**src/rtl/bbc_pkg.sv**
```systemverilog
// Shared types and elaboration helpers for the parametrised block counter.
// Holds the frame FSM state encoding and the minimum per-word count width.
package bbc_pkg;

    typedef enum logic [0:0] {
        BBC_IDLE     = 1'b0,
        BBC_IN_FRAME = 1'b1
    } bbc_state_e;

    // Smallest width able to hold DATA_W/(MIN_LEN+1)+1, the worst-case word count.
    function automatic int bbc_min_cnt_w(input int dataW, input int minLen);
        int maxCnt;
        int w;
        maxCnt = dataW / (minLen + 1) + 1;
        w = 1;
        while ((1 << w) <= maxCnt) begin
            w++;
        end
        return w;
    endfunction

endpackage

```
**src/rtl/bbc_word_scan.sv**
```systemverilog
// Combinational LSB-first scan of one word: counts runs reaching MIN_LEN ones,
// starting from a carried-in run length and returning the run length at the MSB.
module bbc_word_scan
    import bbc_pkg::*;
#(
    parameter int DATA_W  = 32,
    parameter int MIN_LEN = 1,
    parameter int CNT_W   = 6,
    parameter int RUN_W   = $clog2(MIN_LEN + 1)
) (
    input  logic [DATA_W-1:0] i_word,
    input  logic [RUN_W-1:0]  i_carry,
    output logic [CNT_W-1:0]  o_count,
    output logic [RUN_W-1:0]  o_carry
);

    localparam logic [RUN_W-1:0] RUN_MAX = RUN_W'(MIN_LEN);

    logic [RUN_W-1:0] w_run;
    logic [CNT_W-1:0] w_cnt;

    // The run length saturates at MIN_LEN, so a run is counted only on the bit that reaches it.
    always_comb begin
        w_run = i_carry;
        w_cnt = '0;
        for (int i = 0; i < DATA_W; i++) begin
            if (!i_word[i]) begin
                w_run = '0;
            end else if (w_run != RUN_MAX) begin
                w_run = w_run + RUN_W'(1);
                if (w_run == RUN_MAX) begin
                    w_cnt = w_cnt + CNT_W'(1);
                end
            end
        end
    end

    assign o_count = w_cnt;
    assign o_carry = w_run;

endmodule

```
**src/rtl/bit_block_counter_p.sv**
```systemverilog
// Streaming block counter: per-word block count plus a frame-level count in which
// runs crossing word boundaries count once. Two register stages, one word per cycle.
module bit_block_counter_p
    import bbc_pkg::*;
#(
    parameter int DATA_W  = 32,
    parameter int MIN_LEN = 1,
    parameter int CNT_W   = 6,
    parameter int FCNT_W  = 16,
    parameter int FF_DLY  = 1
) (
    input  logic              clk,
    input  logic              rst_n,
    input  logic [DATA_W-1:0] data,
    input  logic              data_enb,
    input  logic              sop,
    input  logic              eop,
    output logic [CNT_W-1:0]  block_cnt,
    output logic              valid,
    output logic [FCNT_W-1:0] frame_cnt,
    output logic              frame_valid,
    output logic              frame_ovf,
    output logic              frame_err
);

    localparam int RUN_W = $clog2(MIN_LEN + 1);
    localparam int SUM_W = ((FCNT_W > CNT_W) ? FCNT_W : CNT_W) + 1;
    localparam logic [FCNT_W-1:0] FCNT_MAX = '1;

    if (DATA_W < 2) begin : g_chk_data_w
        $error("bit_block_counter_p: DATA_W=%0d must be at least 2", DATA_W);
    end
    if (MIN_LEN < 1 || MIN_LEN > DATA_W) begin : g_chk_min_len
        $error("bit_block_counter_p: MIN_LEN=%0d out of range 1..%0d", MIN_LEN, DATA_W);
    end
    if (CNT_W < bbc_min_cnt_w(DATA_W, MIN_LEN)) begin : g_chk_cnt_w
        $error("bit_block_counter_p: CNT_W=%0d too narrow, need %0d", CNT_W,
               bbc_min_cnt_w(DATA_W, MIN_LEN));
    end
    if (FF_DLY < 0) begin : g_chk_ff_dly
        $error("bit_block_counter_p: FF_DLY=%0d must be non-negative", FF_DLY);
    end

    logic [DATA_W-1:0] r_data;
    logic              r_enb;
    logic              r_sop;
    logic              r_eop;

    bbc_state_e        r_state;
    bbc_state_e        w_stateNext;
    logic [FCNT_W-1:0] r_acc;
    logic [FCNT_W-1:0] w_accNext;
    logic              r_ovf;
    logic              w_ovfNext;
    logic [RUN_W-1:0]  r_runCarry;
    logic [RUN_W-1:0]  w_carryNext;

    logic [CNT_W-1:0]  w_wordCnt;
    logic [RUN_W-1:0]  w_wordCarry;
    logic [CNT_W-1:0]  w_frameCnt;
    logic [RUN_W-1:0]  w_frameCarry;

    logic [FCNT_W-1:0] w_base;
    logic [CNT_W-1:0]  w_inc;
    logic [SUM_W-1:0]  w_sum;
    logic              w_publish;
    logic              w_err;

    // sop/eop are folded with data_enb here so later stages only need r_enb for qualification.
    always_ff @(posedge clk) begin
        if (rst_n) begin
            r_data <= '0;
            r_enb  <= 1'b0;
            r_sop  <= 1'b0;
            r_eop  <= 1'b0;
        end else begin
            r_enb <= data_enb;
            r_sop <= data_enb & sop;
            r_eop <= data_enb & eop;
            if (data_enb) begin
                r_data <= data;
            end
        end
    end

    bbc_word_scan #(
        .DATA_W  (DATA_W),
        .MIN_LEN (MIN_LEN),
        .CNT_W   (CNT_W),
        .RUN_W   (RUN_W)
    ) u_scan_word (
        .i_word  (r_data),
        .i_carry ({RUN_W{1'b0}}),
        .o_count (w_wordCnt),
        .o_carry (w_wordCarry)
    );

    bbc_word_scan #(
        .DATA_W  (DATA_W),
        .MIN_LEN (MIN_LEN),
        .CNT_W   (CNT_W),
        .RUN_W   (RUN_W)
    ) u_scan_frame (
        .i_word  (r_data),
        .i_carry (r_runCarry),
        .o_count (w_frameCnt),
        .o_carry (w_frameCarry)
    );

    // A sop word starts from a zero carry, which is exactly what the word-local scan computed.
    always_comb begin
        w_stateNext = r_state;
        w_accNext   = r_acc;
        w_ovfNext   = r_ovf;
        w_carryNext = r_runCarry;
        w_base      = r_acc;
        w_inc       = w_frameCnt;
        w_sum       = '0;
        w_publish   = 1'b0;
        w_err       = 1'b0;
        if (r_enb && (r_sop || r_state == BBC_IN_FRAME)) begin
            w_err       = r_sop && (r_state == BBC_IN_FRAME);
            w_base      = r_sop ? '0 : r_acc;
            w_inc       = r_sop ? w_wordCnt : w_frameCnt;
            w_carryNext = r_sop ? w_wordCarry : w_frameCarry;
            w_sum       = SUM_W'(w_base) + SUM_W'(w_inc);
            if (w_sum > SUM_W'(FCNT_MAX)) begin
                w_accNext = FCNT_MAX;
                w_ovfNext = 1'b1;
            end else begin
                w_accNext = w_sum[FCNT_W-1:0];
                w_ovfNext = r_sop ? 1'b0 : r_ovf;
            end
            if (r_eop) begin
                w_publish   = 1'b1;
                w_stateNext = BBC_IDLE;
            end else begin
                w_stateNext = BBC_IN_FRAME;
            end
        end
    end

    always_ff @(posedge clk) begin
        if (rst_n) begin
            r_state    <= BBC_IDLE;
            r_acc      <= '0;
            r_ovf      <= 1'b0;
            r_runCarry <= '0;
        end else begin
            r_state    <= w_stateNext;
            r_acc      <= w_accNext;
            r_ovf      <= w_ovfNext;
            r_runCarry <= w_carryNext;
        end
    end

    always_ff @(posedge clk) begin
        if (rst_n) begin
            block_cnt   <= '0;
            valid       <= 1'b0;
            frame_cnt   <= '0;
            frame_valid <= 1'b0;
            frame_ovf   <= 1'b0;
            frame_err   <= 1'b0;
        end else begin
            valid       <= r_enb;
            frame_valid <= w_publish;
            frame_err   <= w_err;
            if (r_enb) begin
                block_cnt <= w_wordCnt;
            end
            if (w_publish) begin
                frame_cnt <= w_accNext;
                frame_ovf <= w_ovfNext;
            end
        end
    end

endmodule

```
**config.mk**
```make
export PLATFORM = sky130hd
export DESIGN_NAME = bit_block_counter_p
export DESIGN_NICKNAME = d
export VERILOG_FILES = /design/src/rtl/bbc_pkg.sv /design/src/rtl/bbc_word_scan.sv /design/src/rtl/bit_block_counter_p.sv
export SDC_FILE = /design/constraint.sdc
export NUM_CORES = 1
export LEC_CHECK = 0
export ABC_AREA = 1
export CORE_UTILIZATION = 45
export CTS_BUF_LIST = sky130_fd_sc_hd__clkbuf_16
export CTS_CLUSTER_SIZE = 16
export DETAILED_ROUTE_END_ITERATION = 10
export PLACE_DENSITY = 0.72
export SLEW_MARGIN = 20
export SYNTH_ARGS = -nofsm -noshare
export SYNTH_HDL_FRONTEND = slang
export SYNTH_SLANG_ARGS = --single-unit
```
**constraint.sdc**
```tcl
create_clock -name clk -period 19.1 [get_ports clk]
set_input_delay 2.865 -clock clk [delete_from_list [all_inputs] [get_ports clk]]
set_output_delay 2.865 -clock clk [all_outputs]
set_load 0.05 [all_outputs]
```
==> impl_results.md, run 1 <==
- I/O pin cnt: 63
- Dpl ws: -0.9094 ns
- Met1 Usage GRT: 30.47%
- Cts bufs inserted: 9
- Reg2reg path depth: 130
- Initial antenna violation count: 0
- VDD IR-drop max: 0.05546 mV
- H-Tree Depth: 3
- P per Cell Area: 108.6 mW/mm²
- Routed WL: 31250 µm
- Global Route Usage Sum: 24.35%
- Seq/Total Area, Yosys: 14.57%
- Sink Count: 80
- CP max-delay cell: dfxtp_4
- Outcome: finished, final reports clean
- Input/output buffers: 62
- Max-slew headroom: 34.83%
- Worst setup margin: 0.3559 ns
- WP data required: 19.32 ns
- Pin count of the biggest net entering global routing: 63
- Reg2reg start: r_data[1]$_SDFFE_PP0P_
- Total gr overflow: 0
- Layout cells sized above 1: 23.90%
- Synth Register Bits: 80
- Hold Crit Class: flop to flop
- Die area: 0.02505 mm²
- First-pass GRT wire length: 51080 µm
- Slowest stage delay, CP: 0.36 ns
- Crit path kind: flop to flop
- Clk Latency, worst-skew pair: 0.36 ns
- # diodes: 0
- CTS Hold Bufs: 0
- Row cnt: 56
- Die X: 158.3 µm
- Final Util: 59.21%
- PnR Total Power: 1522 µW
- DR WL/cell: 13.35 µm
- Worst setup SP type: flop
- Crit path capture: frame_cnt[4]$_SDFFE_PP0P_
- Leakage: 0.006436 µW
- Reg2Reg Setup Slack: 0.36 ns
- Max-slew violation count: 0
- Least-Margin Pin Slew: 0.9745 ns
- Syn nets: 1930
- Setup TNS: 0 ns
- F_max: 0.05335 GHz
- Initial Util: 46.41%
- Ys Warns: 0
- CTS tree: done
- Asr flop ratio synth: 0%
- Final critical-path share of the clock period: 98.14%
- Final setup fails: 0
- Setup crit end kind: flop
- Crit. Startpoint: r_data[1]$_SDFFE_PP0P_
- Drt drc: 0
- Initial DRC count: 717
- Multi-input gate area: 0.008646 mm²
- Clock Path Buffers: 2
- Post-DR vias/cell: 5.304
- RSZ-0062 raised after global routing: true
- Flip-flop and latch area: 0.001608 mm²
- Yosys cell types: 69
- Vias in the first global route: 11584
- Fillers: 2226
- Worst endpoint data arrival time: 18.96 ns
- Min Tclk post-route: 18.74 ns
- Vias: 12411
- Met3 usage: 2.613%
- Cell area after synthesis: 0.01099 mm²
- Core Area: 0.02368 mm²
- Maxcap violations: 0
- Placer Congestion: 0.9117
- Synth Instances: 1829
- Max Clock Skew: 0.01063 ns
- Hold Violations, Final: 0
- Area delta synth->final: 27.60%
- Detailed placement HPWL: 23060 µm
- Grt met2 use: 44.01%
- Syn Area/Cell: 6.009 µm²
- Die Ht: 158.3 µm
- Drt pass-1 iters: 5
- Post-DRT Antenna Nets: 0
- Top Usage Layer GRT: met2
- Post-synth EDFFs: 0
- Crit path max fanout: 6
- Worst-path clk slew: 0.07 ns
- Final #Nets: 2117
- Synth Flop Type: dfxtp_1
- Root buf cell: clkbuf_16
- R2r endpoint: frame_cnt[4]$_SDFFE_PP0P_
-- repair_timing --
| item | in CTS | in global routing |
|---|---|---|
| resized for setup | 25 | 112 |
| buffers inserted | 27 | 36 |
| endpoints found under the setup margin | 34 | 34 |
| pin swaps | 46 | 85 |
-- cells in the mapped netlist (4+ instances only) --
library cell    n  area, µm²
a21oi_2        24      210.2
nor4_2          6      75.07
clkinv_1       22      82.58
ha_1           63      788.3
xnor2_1        39      341.6
o21ai_0       108      540.5
nor3_2          6      60.06
xor2_1         49      429.2
nand3_2        34      340.3
or2_1           7      43.79
nand3_1       232       1161
a211oi_1        9      67.56
nand2_2        22      137.6
nor3_1         35      175.2
o21ai_2        10      87.58
dfxtp_1        80       1602
nand4_1        33      206.5
o22ai_1        27      168.9
inv_1         278       1044
a21oi_1        61      305.3
or2_2          11      68.82
clkbuf_1       23      86.33
o211ai_1        4      30.03
o21ai_1        35      175.2
nor2_1        125      469.2
inv_2          51      191.4
nand2_1       359       1348
nor4_1         11      68.82
o21bai_1        8      60.06
-- cells by family after synthesis --
family	synth area share, %
XOR/XNOR	7.855
AND/OR/NAND/NOR	38.95
flip-flops	14.57
buffers and inverters	13.15
adder cells (fa/ha/maj)	7.354
AO/OA/AOI/OAI	18.12
-- worst max-delay path, delay by kind of cell, from the launching register on --
family	cells	cell delay, ns
adders and majority gates	28	7.77
AOI/OAI and AO/OA	58	6.76
buffers and inverters	29	2.47
and+or+nand+nor	15	1.22
DFF	1	0.36
-- flip-flops by register name, summed over array words and instances, names as in the netlist --
| signal | count |
|---|---|
| r_data | 32 |
| frame_cnt | 16 |
| r_acc | 16 |
| block_cnt | 6 |
| frame_err | 1 |
| frame_ovf | 1 |
| frame_valid | 1 |
| r_enb | 1 |
| r_eop | 1 |
| r_ovf | 1 |
| r_runCarry | 1 |
| r_sop | 1 |
| r_state | 1 |
| valid | 1 |
-- cell type report --
class                      instances  share of cell area [%]
inverter                         351                   9.449
sequential                        80                   11.47
timing repair buffer             205                   12.20
multi-input combinational       1369                   61.65
clock inverter                     7                  0.7852
tap                              319                   2.846
clock buffer                       9                   1.606
-- how the worst min path moves through the flow --
stage	start	to	slack (ns)	depth (start not counted)
floorplan	r_state$_SDFFE_PP0P_	frame_err$_SDFF_PP0_	0.44	2
global placement	r_state$_SDFFE_PP0P_	frame_err$_SDFF_PP0_	0.45	2
detailed placement	r_state$_SDFFE_PP0P_	frame_err$_SDFF_PP0_	0.45	2
CTS	r_state$_SDFFE_PP0P_	frame_err$_SDFF_PP0_	0.46	2
global route	r_acc[4]$_SDFF_PP0_	r_acc[4]$_SDFF_PP0_	0.50	2
finish	r_state$_SDFFE_PP0P_	frame_err$_SDFF_PP0_	0.46	2
-- report_power, final --
part / switching, µW / leakage (µW) / total (µW) / internal (µW)
combinational: 653 / 0.00562 / 1130 / 475
clock: 88.9 / 0.000162 / 207 / 118
sequential: 12.4 / 0.000657 / 187 / 175
total: 755 / 0.00644 / 1520 / 768
-- metal layers --
layer  vias to the layer above  part of all wire (%)
met5                         -                     0
met4                         0                   2.0
met3                        40                   3.0
met2                       210                    49
met1                      5743                    46
li1                       6418                     -
-- layout by cell type (no fill, tap or decap), types with 21 or more instances in the layout --
cell,synthesis,final
nand3_1,232,230
xnor2_1,39,34
xor2_1,49,49
inv_1,278,264
clkdlybuf4s50_1,0,62
o21ai_2,10,42
o21ai_1,35,21
nor3_1,35,32
buf_4,1,141
ha_1,63,51
nand2_2,22,29
a21oi_2,24,39
nand4_1,33,33
nor2_1,125,115
a21oi_1,61,45
o21ai_0,108,90
clkinv_1,22,21
inv_2,51,64
nand3_2,34,36
dfxtp_1,80,77
nand2_1,359,350
-- per-stage QoR --
stage	instances	cell area (µm²)	hold WS [ns]
floorplan	1829	11160	0.4353
global placement	2261	12650	0.4519
detailed placement	2261	12650	0.4514
CTS	2304	13260	0.4611
global route	2340	14020	0.4956
finish	2340	14020	0.4620
Note: power is estimated with default switching activity, not from simulation.
==> run 2: changes to the inputs <==
--- a/config.mk
+++ b/config.mk
@@ -5,7 +5,6 @@
 export SDC_FILE = /design/constraint.sdc
 export NUM_CORES = 1
 export LEC_CHECK = 0
-export ABC_AREA = 1
 export CORE_UTILIZATION = 45
 export CTS_BUF_LIST = sky130_fd_sc_hd__clkbuf_16
 export CTS_CLUSTER_SIZE = 16
==> impl_results.md, run 2 <==
- Outcome: finished, violations left
- Failing checks: setup timing
- Cell area after synthesis: 0.01308 mm²
- Largest Register: r_data
- Placer Congestion: 0.9114
- WP data required: 19.35 ns
- Die Ht: 172.5 µm
- Synth Instances: 1829
- Root buf cell: clkbuf_16
- Detailed placement HPWL: 31140 µm
- Layout cells sized above 1: 24.89%
- # diodes: 0
- Worst setup margin: -2.098 ns
- Syn Area/Cell: 7.151 µm²
- Slowest stage delay, CP: 0.38 ns
- Pin count of the biggest net entering global routing: 61
- Least-Margin Pin Slew: 0.9646 ns
- CTS tree: done
- Worst-path clk slew: 0.08 ns
- Simple-gate share of the synthesized area: 29.33%
- H-Tree Depth: 3
- Total gr overflow: 0
- Hold WS: 0.4505 ns
- Fraction of power consumed by sequential logic: 10.4%
- Synth area leaders: dfxtp_1 12%, nor2_1 6.7%, xnor2_1 6.4%, ha_1 6.0%, nand2_1 6.0%
- Synth Register Bits: 80
- Leakage: 0.006898 µW
- Clk pwr share: 10.9%
- Min Tclk post-route: 21.20 ns
- Largest family of logic cells by synthesized area: simple AND/OR/NAND/NOR gates
- Final Cell Area: 0.01682 mm²
- Worst-case hold path end point: frame_cnt[14]$_SDFFE_PP0P_
- Largest area contributor in the netlist: dfxtp_1
- Max-slew violation count: 0
- Clk Latency, worst-skew pair: 0.36 ns
- Worst endpoint data arrival time: 21.45 ns
- Clock Path Buffers: 2
- Commonest cells post-synth: 235 x nor2_1, 209 x nand2_1, 95 x o21ai_0, 95 x xnor2_1, 92 x a21oi_1
- Max-slew headroom: 34.87%
- Post-synth top area share: 12.25%
- I/O pin cnt: 63
- Reg2reg path depth: 121
- Reg2reg start: r_data[0]$_SDFFE_PP0P_
- R2r endpoint: frame_cnt[4]$_SDFFE_PP0P_
- Input/output buffers: 62
- F_max: 0.04717 GHz
- Largest register FFs: 32
- Synth Flop Type: dfxtp_1
- Area delta synth->final: 28.62%
- Maxcap violations: 0
- Largest regs: r_data: 32 flops, frame_cnt: 16 flops, r_acc: 16 flops
- First-pass GRT wire length: 68030 µm
- Setup TNS: -69.60 ns
- Seq/Total Area, Yosys: 12.25%
- Sw frac: 47.51%
- Core Area: 0.02863 mm²
- Yosys cell types: 137
- Post-synthesis mux area share: 6.639%
- Reg2Reg Setup Slack: -2.10 ns
- Hold_sp: frame_cnt[14]$_SDFFE_PP0P_
- Crit path kind: flop to flop
- Gate power share: 78.8%
- DR WL/cell: 17.46 µm
- Cts bufs inserted: 9
- Drt drc: 0
- Initial DRC count: 1438
- Hold Violations, Final: 0
- Global Route Usage Sum: 28.09%
- RSZ-0062 raised after global routing: true
- Dpl ws: -2.085 ns
- Psw: 858.0 µW
- Max Clock Skew: 0.01728 ns
- Cell Count Post-Placement: 2379
- Ys Warns: 0
- Post-DP Area: 0.01559 mm²
- Die X: 172.5 µm
- Initial antenna violation count: 0
- Final #Nets: 2169
- Setup crit end kind: flop
- Post-DR vias/cell: 6.053
- CP max-delay cell: a221o_1
- Post-DRT Antenna Nets: 0
- Multi-input gate area: 0.01148 mm²
- Row cnt: 62
- Final critical-path share of the clock period: 111.0%
- P per Cell Area: 107.4 mW/mm²
- Final setup fails: 37
- Fillers: 2465
- Routed WL: 42910 µm
- Hold Crit Class: flop to flop
- Drt pass-1 iters: 5
- Worst setup SP type: flop
- Vias in the first global route: 13857
- Post-synthesis adder-cell area fraction: 6.333%
- Crit path max fanout: 7
- Syn nets: 1930
- Initial Util: 45.69%
- Synth Area in Compound Gates: 27.53%
- Commonest non-fill, non-tap cell in the layout: buf_4
- Asr flop ratio synth: 0%
- VDD IR-drop max: 0.06605 mV
- Flip-flop and latch area: 0.001603 mm²
- Vias: 14873
- Die area: 0.02975 mm²
- Post-synth EDFFs: 0
- Count leader, synth: nor2_1
- Final std cells w/o fill: 2457
- WHS Path Cells: 2
- Sink Count: 80
- Most frequent cells in the layout: 273 x buf_4, 216 x nor2_1, 201 x nand2_1
- Xor/xnor share of the synthesized area: 12.30%
- Pint: 948.0 µW
==> run 2: cell types whose count changed in the layout (fill, tap and decap cells not counted), sizes merged, moves of 22 or more <==
cell   previous run  this run
and3              0        32
nor2b             0        44
nor2            128       237
and2              1        24
inv             333        67
buf             143       276
nand2           383       213
mux2i             0        68
o21ai           154       110
xnor2            41       104
a21o              0        22
nand3           266        56
==> run 2: worst max-delay path by stage <==
| stage | startpoint | to | slack [ns] | cells past startpoint |
|---|---|---|---|---|
| after floorplan | r_data[3]$_SDFFE_PP0P_ | r_acc[12]$_SDFF_PP0_ | -2.15 | 126 |
| after global placement | r_data[0]$_SDFFE_PP0P_ | frame_cnt[8]$_SDFFE_PP0P_ | -1.37 | 121 |
| after detailed placement | r_data[0]$_SDFFE_PP0P_ | r_acc[15]$_SDFF_PP0_ | -2.09 | 122 |
| after CTS | r_data[0]$_SDFFE_PP0P_ | frame_cnt[12]$_SDFFE_PP0P_ | -2.07 | 121 |
| after global routing | r_data[2]$_SDFFE_PP0P_ | frame_cnt[13]$_SDFFE_PP0P_ | -3.09 | 122 |
| final | r_data[0]$_SDFFE_PP0P_ | frame_cnt[4]$_SDFFE_PP0P_ | -2.10 | 121 |
==> run 2: power by group through the flow <==
stage	clock, µW	sequential [µW]	combinational, µW
CTS	198	186	1320
floorplan	0	187	881
finish	196	187	1420
detailed placement	0	190	1260
global route	204	189	1550
global placement	0	190	1220
==> run 2: final cells by class <==
cell class	instances	share of cell area, %
clock buffer	9	1.339
clock inverter	7	0.5132
inverter	70	1.614
multi-input combinational	1571	68.23
sequential	80	9.528
tap	384	2.856
timing repair buffer	336	15.92
==> run 2: worst max-delay path, delay by kind of cell (launching register included) <==
| family | cells | cell delay, ns |
|---|---|---|
| muxes | 5 | 0.97 |
| DFF | 1 | 0.30 |
| buffers and inverters | 5 | 0.29 |
| adders and majority gates | 29 | 7.64 |
| and+or+nand+nor | 33 | 3.94 |
| AOI/OAI and AO/OA | 49 | 7.99 |
==> run 2: routing by layer <==
| metal | global-route usage [%] | share of wire (%) | vias to the layer above |
|---|---|---|---|
| met1 | 35.08 | 43 | 7074 |
| met5 | 0 | 0 | - |
| met3 | 3.983 | 5.5 | 116 |
| met2 | 48.05 | 47 | 555 |
| met4 | 11.74 | 3.8 | 0 |
| li1 | - | - | 7128 |
==> run 2: logic make-up (layout without fill, tap and decap cells) <==
| logic type | Yosys count | count (layout) |
|---|---|---|
| buffers and inverters | 179 | 422 |
| adder cells (fa/ha/maj) | 66 | 66 |
| multiplexers | 82 | 82 |
| AND/OR/NAND/NOR | 778 | 779 |
| AO/OA/AOI/OAI | 489 | 489 |
| flip-flops | 80 | 80 |
| XOR/XNOR | 155 | 155 |
==> run 2: metrics by stage <==
stage	total power [µW]	util, %
after floorplan	1069	-
after global placement	1414	54.48
after detailed placement	1451	54.48
after CTS	1704	57.07
after global routing	1946	58.77
final	1806	58.77
==> run 2: repair_timing <==
item | 4_1_cts | 5_1_grt
setup buffers | 40 | 22
cloned | 1 | 0
pin swaps | 41 | 63
setup endpoints to repair | 37 | 39
resized for setup | 29 | 65
hold buffers | 0 | 0
==> run 3: changes to the inputs <==
--- a/config.mk
+++ b/config.mk
@@ -5,9 +5,9 @@
 export SDC_FILE = /design/constraint.sdc
 export NUM_CORES = 1
 export LEC_CHECK = 0
+export CAP_MARGIN = 20
 export CORE_UTILIZATION = 45
 export CTS_BUF_LIST = sky130_fd_sc_hd__clkbuf_16
-export CTS_CLUSTER_SIZE = 16
 export DETAILED_ROUTE_END_ITERATION = 10
 export PLACE_DENSITY = 0.72
 export SLEW_MARGIN = 20
==> results of run 3 <==
Final layout, timing and power as in run 2 (identical DEF).
